===== src/rtl/id_ex_pkg.sv =====
// Shared types and constants for the decode-to-execute pipeline stage.
package id_ex_pkg;

  localparam logic [6:0] OP_LW   = 7'b0000011;
  localparam logic [6:0] OP_SW   = 7'b0100011;
  localparam logic [6:0] OP_R    = 7'b0110011;
  localparam logic [6:0] OP_IALU = 7'b0010011;
  localparam logic [6:0] OP_BEQ  = 7'b1100011;
  localparam logic [6:0] OP_LUI  = 7'b0110111;

  typedef enum logic [1:0] {
    IMM_I = 2'd0,
    IMM_S = 2'd1,
    IMM_B = 2'd2,
    IMM_U = 2'd3
  } imm_src_t;

  typedef enum logic [2:0] {
    ALU_ADD = 3'b000,
    ALU_SUB = 3'b001,
    ALU_AND = 3'b010,
    ALU_OR  = 3'b011,
    ALU_SLT = 3'b101
  } alu_ctrl_t;

  typedef struct packed {
    logic      regwrite;
    logic      alusrc;
    logic      memwrite;
    logic      resultsrc;
    logic      branch;
    alu_ctrl_t alucontrol;
  } ctrl_t;

  localparam int unsigned CTRL_W = $bits(ctrl_t);

endpackage


===== src/rtl/id_decode.sv =====
// Combinational opcode/funct decode into control bundle and immediate format.
module id_decode
  import id_ex_pkg::*;
(
  input  logic [6:0] opcode,
  input  logic [2:0] funct3,
  input  logic       funct7_5,
  output ctrl_t      ctrl,
  output imm_src_t   imm_src,
  output logic       uses_rs2
);

  logic      is_r;
  alu_ctrl_t alu_fn;

  assign is_r = (opcode == OP_R);

  // funct3 selects the ALU op for both R and I-ALU forms; only R-type can subtract
  always_comb begin
    alu_fn = ALU_ADD;
    case (funct3)
      3'b000:  alu_fn = (is_r && funct7_5) ? ALU_SUB : ALU_ADD;
      3'b010:  alu_fn = ALU_SLT;
      3'b110:  alu_fn = ALU_OR;
      3'b111:  alu_fn = ALU_AND;
      default: alu_fn = ALU_ADD;
    endcase
  end

  always_comb begin
    ctrl     = '0;
    imm_src  = IMM_I;
    uses_rs2 = 1'b0;
    case (opcode)
      OP_LW: begin
        ctrl.regwrite  = 1'b1;
        ctrl.alusrc    = 1'b1;
        ctrl.resultsrc = 1'b1;
      end
      OP_SW: begin
        ctrl.alusrc   = 1'b1;
        ctrl.memwrite = 1'b1;
        imm_src       = IMM_S;
        uses_rs2      = 1'b1;
      end
      OP_R: begin
        ctrl.regwrite   = 1'b1;
        ctrl.alucontrol = alu_fn;
        uses_rs2        = 1'b1;
      end
      OP_IALU: begin
        ctrl.regwrite   = 1'b1;
        ctrl.alusrc     = 1'b1;
        ctrl.alucontrol = alu_fn;
      end
      OP_BEQ: begin
        ctrl.branch     = 1'b1;
        ctrl.alucontrol = ALU_SUB;
        imm_src         = IMM_B;
        uses_rs2        = 1'b1;
      end
      OP_LUI: begin
        ctrl.regwrite = 1'b1;
        ctrl.alusrc   = 1'b1;
        imm_src       = IMM_U;
      end
      default: ctrl = '0;
    endcase
  end

endmodule


===== src/rtl/id_ex_stage.sv =====
// Decode stage with register file, immediate generation, load-use detection
// and the ID/EX pipeline register.
module id_ex_stage
  import id_ex_pkg::*;
#(
  parameter int unsigned XLEN = 32,
  parameter int unsigned NREG = 32,
  parameter int unsigned CNTW = 16,
  localparam int unsigned AW  = $clog2(NREG)
) (
  input  logic            clk,
  input  logic            rst,
  input  logic [31:0]     instr_d,
  input  logic            valid_d,
  input  logic [XLEN-1:0] pc_d,
  input  logic [XLEN-1:0] pcplus4_d,
  input  logic            regwrite_w,
  input  logic [AW-1:0]   rd_w,
  input  logic [XLEN-1:0] result_w,
  input  logic            flush_e,
  input  logic            hold_e,
  output logic [7:0]      ctrl_e,
  output logic            valid_e,
  output logic [XLEN-1:0] rd1_e,
  output logic [XLEN-1:0] rd2_e,
  output logic [XLEN-1:0] imm_e,
  output logic [AW-1:0]   rs1_e,
  output logic [AW-1:0]   rs2_e,
  output logic [AW-1:0]   rd_e,
  output logic [XLEN-1:0] pc_e,
  output logic [XLEN-1:0] pcplus4_e,
  output logic            stall_d,
  output logic [CNTW-1:0] bubble_cnt
);

  logic [XLEN-1:0] regs [NREG];
  logic [AW-1:0]   rs1_d, rs2_d, rd_d;
  logic [XLEN-1:0] rd1_d, rd2_d, imm_d;
  ctrl_t           ctrl_d, ctrl_q;
  imm_src_t        imm_src;
  logic            uses_rs2;
  logic            load_use;
  logic            bubble;

  assign rs1_d = instr_d[15 +: AW];
  assign rs2_d = instr_d[20 +: AW];
  assign rd_d  = instr_d[7 +: AW];

  id_decode u_decode (
    .opcode   (instr_d[6:0]),
    .funct3   (instr_d[14:12]),
    .funct7_5 (instr_d[30]),
    .ctrl     (ctrl_d),
    .imm_src  (imm_src),
    .uses_rs2 (uses_rs2)
  );

  always_ff @(posedge clk or negedge rst) begin
    if (!rst) begin
      for (int i = 0; i < int'(NREG); i++) regs[i] <= '0;
    end else if (regwrite_w && rd_w != '0) begin
      regs[rd_w] <= result_w;
    end
  end

  // Write-through read so a same-cycle writeback is seen by decode
  always_comb begin
    rd1_d = '0;
    rd2_d = '0;
    if (rs1_d != '0) rd1_d = (regwrite_w && rd_w == rs1_d) ? result_w : regs[rs1_d];
    if (rs2_d != '0) rd2_d = (regwrite_w && rd_w == rs2_d) ? result_w : regs[rs2_d];
  end

  always_comb begin
    imm_d = '0;
    case (imm_src)
      IMM_I: imm_d = XLEN'($signed(instr_d[31:20]));
      IMM_S: imm_d = XLEN'($signed({instr_d[31:25], instr_d[11:7]}));
      IMM_B: imm_d = XLEN'($signed({instr_d[31], instr_d[7], instr_d[30:25],
                                    instr_d[11:8], 1'b0}));
      IMM_U: imm_d = XLEN'($signed({instr_d[31:12], 12'b0}));
    endcase
  end

  assign load_use = valid_e & ctrl_q.resultsrc & ctrl_q.regwrite & (rd_e != '0) &
                    ((rd_e == rs1_d) | ((rd_e == rs2_d) & uses_rs2));
  assign stall_d  = (hold_e | load_use) & ~flush_e;
  assign bubble   = flush_e | (~hold_e & load_use);
  assign ctrl_e   = ctrl_q;

  // Flush beats hold, hold beats a load-use bubble
  always_ff @(posedge clk or negedge rst) begin
    if (!rst) begin
      valid_e   <= 1'b0;
      ctrl_q    <= '0;
      rd1_e     <= '0;
      rd2_e     <= '0;
      imm_e     <= '0;
      rs1_e     <= '0;
      rs2_e     <= '0;
      rd_e      <= '0;
      pc_e      <= '0;
      pcplus4_e <= '0;
    end else if (bubble) begin
      valid_e   <= 1'b0;
      ctrl_q    <= '0;
      rd1_e     <= '0;
      rd2_e     <= '0;
      imm_e     <= '0;
      rs1_e     <= '0;
      rs2_e     <= '0;
      rd_e      <= '0;
      pc_e      <= '0;
      pcplus4_e <= '0;
    end else if (!hold_e) begin
      valid_e   <= valid_d;
      ctrl_q    <= valid_d ? ctrl_d : '0;
      rd1_e     <= rd1_d;
      rd2_e     <= rd2_d;
      imm_e     <= imm_d;
      rs1_e     <= rs1_d;
      rs2_e     <= rs2_d;
      rd_e      <= rd_d;
      pc_e      <= pc_d;
      pcplus4_e <= pcplus4_d;
    end
  end

  always_ff @(posedge clk or negedge rst) begin
    if (!rst) begin
      bubble_cnt <= '0;
    end else if (!flush_e && !hold_e && load_use && bubble_cnt != '1) begin
      bubble_cnt <= bubble_cnt + CNTW'(1);
    end
  end

endmodule


===== config.mk =====
export PLATFORM = sky130hd
export DESIGN_NAME = id_ex_stage
export DESIGN_NICKNAME = d
export VERILOG_FILES = /design/src/rtl/id_ex_pkg.sv /design/src/rtl/id_decode.sv /design/src/rtl/id_ex_stage.sv
export SDC_FILE = /design/constraint.sdc
export NUM_CORES = 2
export LEC_CHECK = 0
export CORE_UTILIZATION = 60
export DETAILED_ROUTE_END_ITERATION = 8
export PLACE_DENSITY = 0.8
export SYNTH_ARGS = -nofsm -noshare
export SYNTH_HDL_FRONTEND = slang
export SYNTH_SLANG_ARGS = --single-unit

===== constraint.sdc =====
create_clock -name clk -period 4.6 [get_ports clk]
set_input_delay 0.46 -clock clk [delete_from_list [all_inputs] [get_ports clk]]
set_output_delay 0.46 -clock clk [all_outputs]
set_load 0.03 [all_outputs]

==> impl_metrics.env <==
export IMPL_finalCritPeriodShare_pct=81.5
export IMPL_cp_slowest_cell="clkdlybuf4s50_1"
export IMPL_min_period_ns=3.75
export IMPL_hold_path_end="imm_e[17]"
export IMPL_final_max_slew_viol_count=0
export IMPL_p_seq_share_pct=44.9
export IMPL_ys_warn_count=0
export IMPL_place_hpwl_um=118000
export IMPL_io_buffers=339
export IMPL_busiest_layer="met2"
export IMPL_crit_type="primary input to primary output"
export IMPL_die_y_um=326
export IMPL_final_common_cell="dfrtp_1"
export IMPL_setup_viol=0
export IMPL_power_mw=31.2
export IMPL_cts_setup_buffers=0
export IMPL_routed_wl_um=197000
export IMPL_critPathArrivalTime_ns=3.29
export IMPL_yosysSeqAreaShare_pct=48.5
export IMPL_final_cell_mix="dfrtp_1, mux2_2, mux2i_1"
export IMPL_finish_utilization_pct=69.7
export IMPL_grt_max_degree=185
export IMPL_p_int_mw=22.6
export IMPL_r2r_end="ctrl_e[4]"
export IMPL_core_area_mm2=0.104
export IMPL_critical_path_top_delay_family="buffers and inverters"
export IMPL_crit_fanout=8
export IMPL_insertion_delay_ns=0.76
export IMPL_hold_path_class="primary input to flip-flop"
export IMPL_clk_pin_slew_ns=0.06
export IMPL_dieArea_mm2=0.107
export IMPL_fmax_ghz=0.267
export IMPL_cp_required_ns=4.14
export IMPL_swShare_pct=27.7
export IMPL_use_met2_pct=56.6
export IMPL_p_clk_share_pct=35.8
export IMPL_synth_ff_type="dfrtp_1"
export IMPL_cts_root_buf="clkbuf_16"
export IMPL_cts_buffers=133
export IMPL_vias_per_cell=7.06
export IMPL_cts_max_path_buffers=3
export IMPL_drive_gt1_share_pct=35.5
export IMPL_drtIter0Drc=4767
export IMPL_io_pin_count=340
export IMPL_grt_pass1_wl_um=298000
export IMPL_postSynthAreaPerCell_um2=13.5
export IMPL_drt_first_pass_iters=6
export IMPL_rows=118
export IMPL_tightest_slew_ns=1.32
export IMPL_hold_viol_final=0
export IMPL_power_density_mw_per_mm2=430
export IMPL_tritoncts="done"
export IMPL_grt_overflow=0
export IMPL_rsz0062_at_grt="no"
export IMPL_max_slew_margin_rel_pct=11.5
export IMPL_max_cap_violations=0
export IMPL_synth_seq_cells=1224
export IMPL_r2r_cells=7
export IMPL_netlist_instances=4696
export IMPL_worst_hold_slack_ns=0.291
export IMPL_status="completed"
export IMPL_synthToLayoutAreaGrowth_pct=14.8
export IMPL_grt_pass1_vias=45400
export IMPL_cp_start_kind="primary input"
export IMPL_dieWidth_um=326
export IMPL_ys_types=59
export IMPL_cts_sinks=1224
export IMPL_min_from="instr_d[17]"
export IMPL_syn_nets=4836
export IMPL_combPwrFrac_pct=19.3
export IMPL_antenna_left=0
export IMPL_end_kind="primary output"
export IMPL_async_flop_share_pct=100
export IMPL_syn_area_mm2=0.0632
export IMPL_min_delay_path_depth=3
export IMPL_r2r_start="rd_e[2]"
export IMPL_vias=44500
export IMPL_nNetsFinal=4965
export IMPL_place_congestion=0.885
export IMPL_clock_skew_ns=0.0318
export IMPL_ir_drop_mv=0.411
export IMPL_critPathMaxStageDelay_ns=0.76
export IMPL_worst_path_buf_inv=2
export IMPL_grt_use_met1_pct=51.2
export IMPL_drc=0
export IMPL_crit_chain="clkdlybuf4s50_1 > xor2_1 > nor4_1 > nand3_1 > a21oi_4 > nor2_1 > nor2_1 > clkdlybuf4s50_1"
export IMPL_synth_edff_count=0
export IMPL_fin_setup_tns_ns=0
export IMPL_start_util_pct=60.8
export IMPL_p_leak_nw=32.3
export IMPL_power_switching_mw=8.62
export IMPL_r2r_slack_ns=1.39
export IMPL_wl_per_cell_um=31.3
export IMPL_antenna_found_initial=8
export IMPL_met3_usage_pct=9.09
export IMPL_grt_usage_pct=37.4
export IMPL_htreeDepth=4
[cells in the mapped netlist, types with 4 or more instances]
cell | instances | area, µm²
dfrtp_1 | 1224 | 30600
mux2_2 | 992 | 11200
mux2i_1 | 556 | 5570
mux4_2 | 293 | 6600
clkbuf_1 | 267 | 1000
nand2_1 | 261 | 980
a22oi_1 | 181 | 1360
buf_2 | 126 | 631
o21ai_0 | 114 | 571
nand3_1 | 92 | 460
a22o_1 | 88 | 771
o22ai_1 | 56 | 350
a21oi_1 | 54 | 270
buf_1 | 50 | 188
nor2_1 | 34 | 128
nand4_1 | 31 | 194
o21ai_2 | 31 | 272
o221ai_1 | 31 | 272
buf_6 | 30 | 338
nand2b_1 | 22 | 138
xor2_1 | 22 | 193
o211ai_1 | 21 | 158
buf_4 | 17 | 128
xnor2_1 | 13 | 114
o21ai_1 | 9 | 45.0
nor2b_1 | 8 | 50.1
nor3_1 | 8 | 40.0
a32oi_1 | 7 | 61.3
and2_1 | 5 | 31.3
and3_1 | 5 | 31.3
inv_1 | 5 | 18.8
nand3b_1 | 5 | 37.5
nor3b_1 | 4 | 30.0
[sequential cells by signal (all words and copies together), names as in the netlist]
name        flops
bubble_cnt     16
rd_e            5
rd1_e          32
imm_e          32
pcplus4_e      32
regs         1024
ctrl_e          8
valid_e         1
rd2_e          32
rs2_e           5
rs1_e           5
pc_e           32
[per-stage QoR]
stage / worst slack, ns / cell area, µm² / instances
floorplan: 2.29 / 63200 / 4696
global placement: 0.940 / 67900 / 6069
detailed placement: 0.896 / 67900 / 6069
CTS: 0.880 / 72500 / 6303
global route: 0.761 / 72500 / 6305
finish: 0.851 / 72500 / 6307
[layer usage]
metal  part of all wire (%)  vias up
met5                  0.024        -
met2                     46     2680
met3                     11      599
met1                     39    23300
li1                       -    18000
met4                    4.9        8
[area by class of cell]
class,instances,area [µm²]
flip-flops and latches,1224,30600
inverters,5,18.8
diodes,4,10.0
clock buffers,192,4020
clock inverters,41,548
repair buffers,489,5050
multi-input cells,2972,30500
fillers,7043,31500
well taps,1380,1730
[worst max-delay path by stage]
stage	startpoint	to	slack, ns	cells past startpoint
final	instr_d[23]	stall_d	0.85	8
after global routing	instr_d[23]	stall_d	0.76	8
after CTS	instr_d[23]	stall_d	0.88	8
after detailed placement	instr_d[23]	stall_d	0.90	8
after global placement	instr_d[23]	stall_d	0.94	8
after floorplan	instr_d[21]	stall_d	2.29	7
[worst register-to-register path, cell delays in order (launching register included)]
cell and delay [ns]:
dfrtp_1 0.49, or4_1 0.58, o2111ai_2 0.29, a21oi_4 0.09, nor3_4 0.29, buf_4 0.77, nand2_1 0.30, o41ai_2 0.31
[logic make-up (layout without fill, tap and decap cells)]
family / count (synthesis) / count (layout) / share of synthesized area, %
AOI/OAI and AO/OA: 605 / 605 / 6.77
xor gates and xnor gates: 35 / 35 / 0.485
adders and majority gates: 1 / 1 / 0.0198
buffers and inverters: 500 / 727 / 3.72
DFF: 1224 / 1224 / 48.5
muxes: 1841 / 1841 / 36.9
other: 0 / 4 / 0
and+or+nand+nor: 490 / 490 / 3.57
[power groups by stage]
stage	logic [mW]	registers, mW	clock network, mW
floorplan	4.16	13.8	0
global placement	5.76	13.9	0
detailed placement	5.92	14.1	0
CTS	5.97	13.9	11.2
global route	6.40	14.2	11.7
finish	6.01	14.0	11.2
[what timing repair did]
action                    4_1_cts  5_1_grt
hold buffers                    1        0
resized for setup               0        0
hold endpoints to repair      113        0
Note: power is estimated with default switching activity, not from simulation.
